### config.mk
export PLATFORM = sky130hd
export DESIGN_NAME = instruction_fetch_unit
export DESIGN_NICKNAME = d
export VERILOG_FILES = /design/src/rtl/instruction_fetch_unit.sv
export SDC_FILE = /design/constraint.sdc
export NUM_CORES = 1
export LEC_CHECK = 0
export BUFFER_PORTS_ARGS = -buffer_cell sky130_fd_sc_hd__buf_2
export CELL_PAD_IN_SITES_DETAIL_PLACEMENT = 1
export CELL_PAD_IN_SITES_GLOBAL_PLACEMENT = 2
export CORE_MARGIN = 4
export CORE_UTILIZATION = 34
export DETAILED_ROUTE_END_ITERATION = 12
export GPL_ROUTABILITY_DRIVEN = 0
export PLACE_DENSITY_LB_ADDON = 0.1
export SKIP_CTS_REPAIR_TIMING = 1
export SKIP_LAST_GASP = 1
export SYNTH_ARGS = -nofsm -noshare
export SYNTH_HDL_FRONTEND = slang
export SYNTH_SLANG_ARGS = --single-unit
### constraint.sdc
create_clock -name clk -period 2 [get_ports clk]
set_clock_uncertainty 0.05 [all_clocks]
set_input_delay 0.2 -clock clk [delete_from_list [all_inputs] [get_ports clk]]
set_output_delay 0.2 -clock clk [all_outputs]
set_load 0.01 [all_outputs]
### src/rtl/instruction_fetch_unit.sv
// Fetch stage: PC sequencing, single outstanding imem request, and a small
// in-order instruction buffer presented to decode over valid/ready.
module instruction_fetch_unit #(
    parameter int unsigned            ADDR_WIDTH = 16,
    parameter logic [ADDR_WIDTH-1:0]  RESET_PC   = '0,
    parameter int unsigned            FIFO_DEPTH = 2
) (
    input  logic                  clk,
    input  logic                  rst_n,
    output logic                  imem_req,
    output logic [ADDR_WIDTH-1:0] imem_addr,
    input  logic                  imem_ack,
    input  logic [15:0]           imem_rdata,
    input  logic                  redirect_valid,
    input  logic [ADDR_WIDTH-1:0] redirect_target,
    output logic                  instr_valid,
    input  logic                  instr_ready,
    output logic [15:0]           instruction,
    output logic [ADDR_WIDTH-1:0] instr_pc
);

    localparam int unsigned DATA_WIDTH = 16;
    localparam int unsigned PTR_W      = (FIFO_DEPTH > 1) ? $clog2(FIFO_DEPTH) : 1;
    localparam int unsigned CNT_W      = $clog2(FIFO_DEPTH + 1);

    typedef enum logic [1:0] {
        S_IDLE    = 2'd0,
        S_WAIT    = 2'd1,
        S_DISCARD = 2'd2
    } state_t;

    state_t                state;
    state_t                state_next;
    logic [ADDR_WIDTH-1:0] fetch_pc;
    logic [ADDR_WIDTH-1:0] pc_next;
    logic [ADDR_WIDTH-1:0] hold_addr;
    logic [ADDR_WIDTH-1:0] hold_next;
    logic [ADDR_WIDTH-1:0] target_aligned;
    logic [ADDR_WIDTH-1:0] pc_plus2;
    logic                  push;
    logic                  pop;
    logic                  flush;
    logic [CNT_W-1:0]      count;
    logic [CNT_W-1:0]      count_after_push;

    logic [PTR_W-1:0]      wr_ptr;
    logic [PTR_W-1:0]      rd_ptr;
    logic [DATA_WIDTH-1:0] mem_instr [FIFO_DEPTH];
    logic [ADDR_WIDTH-1:0] mem_pc    [FIFO_DEPTH];

    assign target_aligned   = redirect_target & ~ADDR_WIDTH'(1);
    assign pc_plus2         = fetch_pc + ADDR_WIDTH'(2);
    assign count_after_push = count + CNT_W'(1) - CNT_W'(pop);

    // Head of the buffer is shown straight from storage
    assign instr_valid = (count != '0);
    assign instruction = mem_instr[rd_ptr];
    assign instr_pc    = mem_pc[rd_ptr];

    always_ff @(posedge clk or negedge rst_n) begin
        if (!rst_n) begin
            state <= S_IDLE;
        end else begin
            state <= state_next;
        end
    end

    always_comb begin
        state_next = state;
        pc_next    = fetch_pc;
        hold_next  = hold_addr;
        push       = 1'b0;
        flush      = redirect_valid;
        pop        = instr_valid && instr_ready && !redirect_valid;
        imem_req   = 1'b0;
        imem_addr  = fetch_pc;

        case (state)
            S_IDLE: begin
                if (redirect_valid) begin
                    pc_next = target_aligned;
                end else if (count < CNT_W'(FIFO_DEPTH)) begin
                    state_next = S_WAIT;
                end
            end
            S_WAIT: begin
                imem_req = 1'b1;
                if (redirect_valid) begin
                    // In-flight word belongs to the old path; drop it now or on its ack
                    pc_next    = target_aligned;
                    hold_next  = fetch_pc;
                    state_next = imem_ack ? S_IDLE : S_DISCARD;
                end else if (imem_ack) begin
                    push       = 1'b1;
                    pc_next    = pc_plus2;
                    state_next = (count_after_push < CNT_W'(FIFO_DEPTH)) ? S_WAIT : S_IDLE;
                end
            end
            S_DISCARD: begin
                imem_req  = 1'b1;
                imem_addr = hold_addr;
                if (redirect_valid) begin
                    pc_next = target_aligned;
                end
                if (imem_ack) begin
                    state_next = S_IDLE;
                end
            end
            default: begin
                state_next = S_IDLE;
            end
        endcase
    end

    always_ff @(posedge clk or negedge rst_n) begin
        if (!rst_n) begin
            fetch_pc  <= RESET_PC;
            hold_addr <= RESET_PC;
        end else begin
            fetch_pc  <= pc_next;
            hold_addr <= hold_next;
        end
    end

    // Instruction buffer; flush takes priority over push and pop
    always_ff @(posedge clk or negedge rst_n) begin
        if (!rst_n) begin
            wr_ptr    <= '0;
            rd_ptr    <= '0;
            count     <= '0;
            mem_instr <= '{default: '0};
            mem_pc    <= '{default: '0};
        end else if (flush) begin
            wr_ptr <= '0;
            rd_ptr <= '0;
            count  <= '0;
        end else begin
            if (push) begin
                mem_instr[wr_ptr] <= imem_rdata;
                mem_pc[wr_ptr]    <= fetch_pc;
                wr_ptr            <= wr_ptr + PTR_W'(1);
            end
            if (pop) begin
                rd_ptr <= rd_ptr + PTR_W'(1);
            end
            case ({push, pop})
                2'b10:   count <= count + CNT_W'(1);
                2'b01:   count <= count - CNT_W'(1);
                default: count <= count;
            endcase
        end
    end

endmodule

==> run metrics <==
P_sw 3.78 mW; R2R depth 6; 1st-iter DRT viols 118; RSZ-0062 raised after global routing true; overall power 10.5 mW; diodes inserted 0; via/cell ratio 5.03; Clock power frac 17.4%; wire per inst 18.1 µm; share of post-route cells with drive strength above 1 54.8%; CP Launch Type flop; Tmin final 1.97 ns; # port buffers 83; Synth Register Bits 98; I/O pin count 87; final setup violation count 0; Initial Util 34.6%; setup TNS 0 ns; synth unique cells 37; slowest CP cell dfrtp_2; crit-path cells inv_2, ha_4, buf_12, mux2_2, buf_2; P_int 6.74 mW; instance count on the critical path 5; Worst Path Arrival 1.72 ns; critical path class reg -> out; setup ws final 0.0337 ns; area grow syn2layout 27.8%; Synth warnings 0; synthesized area per cell 12.4 µm²; Post-DRT Antenna Nets 0; # fillers 1477; combinational cell fraction of total power 49.2%; Clock Sinks 98; routed via count 3403; worst path required time 1.75 ns; Final Non-Filler Cells 676; drt first pass iters 4; worst hold path class in -> reg; dpl ws 0.0123 ns; Routed WL 12200 µm; vias in the first global route 3709; max_cap viols 0; initial antenna violation count 0; maximum fanout along the worst path 8; multi-input combinational cell area 2260 µm²; Slowest Stage Delay on Critical Path 0.45 ns; LEAKAGE 2.73 nW; die width 127 µm; Placed Cells 656; num rows 43; CTS tree yes; post-synthesis sequential area ratio 51.3%; outcome complete, no violations; Seq pwr share 33.4%; global-route wire length before repair 19400 µm; TritonCTS Buffers 9; CTS root buf clkbuf_16; Hold Path Cell Cnt 2; switching share of total power 35.9%; Slew Limit Fails 0; power per cell area 1720 nW/µm²; drt drc 0; Mapped Cells 385; Skew-Pair Late Insertion Delay 0.35 ns; WHS 0.0400 ns; cell family with most CP delay flip-flops; clock tree buffer depth 2; core box area 13800 µm²; Die ar. 16000 µm²; Max Freq 0.509 GHz; Period Utilization, post-route 98.3%; clock transition at the registers of the reported paths 0.07 ns; Crit. End Element output port; Max VDD drop 0.000520 V; pin count of the biggest net entering global routing 36; Layout Nets 533; Die Height 127 µm; final hold vios 0; post-synthesis instance area 4780 µm²; Total GRT Usage 15.3%; FF+latch area 2450 µm²; Congestion Overflow GR 0; WP buf/inv 3; DP Wirelength 8550 µm; H-tree levels 3
==> placed cells by master, fill, tap and decap left out, drive strengths merged, types with 2 or more instances in the layout <==
cell     instances
mux2           125
buf            121
dfrtp           98
nand2           22
a21oi           16
nand3           10
clkbuf          10
inv             10
o21ai            9
o22ai            7
a2bb2oi          7
nor2             6
and3             6
nor2b            5
ha               5
nand4            4
mux2i            3
o211ai           3
and2             3
nand2b           3
nor3             3
or4              2
xor2             2
conb             2
clkinv           2
or3b             2
==> worst register-to-register path: cells and delay by family (launching register included) <==
family                     cells  cell delay (ns)
and+or+nand+nor                2             0.75
DFF                            1             0.39
muxes                          1             0.30
AOI/OAI and AO/OA              1             0.15
adders and majority gates      1             0.12
buffers and inverters          1             0.08
==> cells in the mapped netlist <==
master     number  share of area (%)
a21oi_1        16                1.7
a2bb2oi_1       7                1.3
a31oi_1         1               0.13
a32oi_1         1               0.18
and2_1          3               0.39
and3_1          6               0.78
buf_1           3               0.24
buf_2          11                1.2
buf_4           2               0.31
buf_6           1               0.24
clkbuf_1       12               0.94
conb_1          1              0.078
dfrtp_1        98                 51
ha_1            5                1.3
inv_1           6               0.47
mux2_1          1               0.24
mux2_2        124                 29
mux2i_1         3               0.63
nand2_1        22                1.7
nand2b_1        3               0.39
nand3_1        10                1.0
nand3b_1        1               0.16
nand4_1         4               0.52
nor2_1          6               0.47
nor2b_1         5               0.65
nor3_1          3               0.31
nor4_1          1               0.13
o211a_1         1               0.21
o211ai_1        3               0.47
o21ai_0         9               0.94
o21bai_1        1               0.16
o22ai_1         7               0.92
o31ai_1         1               0.16
or3b_1          2               0.37
or4_1           2               0.31
xnor2_1         1               0.18
xor2_1          2               0.37
==> power groups by stage <==
| stage | logic [mW] | clock network, mW | registers [mW] |
|---|---|---|---|
| finish | 5.17 | 1.83 | 3.52 |
| global route | 5.67 | 1.98 | 3.64 |
| CTS | 4.98 | 1.89 | 3.51 |
| detailed placement | 4.95 | 0 | 3.55 |
| global placement | 4.83 | 0 | 3.47 |
| floorplan | 3.20 | 0 | 3.41 |
==> sequential cells by signal, indices dropped and copies added, names as in the netlist <==
name	count
mem_pc	30
hold_addr	15
mem_instr	32
state	2
wr_ptr	1
fetch_pc	15
rd_ptr	1
count	2
==> path summary, 6_finish.rpt <==
kind                                        startpoint                         to  slack [ns]
worst max register to register    state[1]$_DFFE_PN0P_   fetch_pc[15]$_DFFE_PN0P_        0.05
worst min-delay path                    imem_rdata[13]  mem_instr[13]$_DFFE_PN0P_        0.04
min in group asynchronous                        rst_n     mem_pc[14]$_DFFE_PN0P_        0.29
worst max-delay path              state[0]$_DFFE_PN0P_               imem_addr[8]        0.03
max in group asynchronous                        rst_n       state[0]$_DFFE_PN0P_        1.00
worst min register to register  mem_pc[10]$_DFFE_PN0P_     mem_pc[10]$_DFFE_PN0P_        0.45
==> through the flow <==
stage,utilization (%),cell area (µm²)
3_5_place_dp,40.8,5640
3_3_place_gp,40.8,5640
4_1_cts,43.0,5950
6_report,44.2,6110
2_1_floorplan,-,4800
5_1_grt,44.2,6110
==> final cells by class <==
class	instances	area share (%)
Sequential cell	98	40.1
Inverter	6	0.368
Tap cell	180	3.68
Clock inverter	7	1.39
Multi-Input combinational cell	253	36.9
Timing Repair Buffer	123	13.8
Clock buffer	9	3.68
==> metal layers <==
layer	up-vias	track usage [%]	part of all wire (%)	wire [µm]
met1	1729	19.5	45	5490
met3	9	3.87	4.2	519
met5	-	0	0	0
met4	0	4.42	1.1	139
met2	66	25.7	50	6080
li1	1599	-	-	-
==> kinds of logic after synthesis <==
kind of cell / share of synthesized area [%]
mux: 30.1
flops: 51.3
simple gates: 7.27
compound gates: 6.12
buf+inv: 3.35
fa+ha+maj: 1.31
xor+xnor: 0.549
other cells: 0.0784
(Power assumes the default switching activity.)
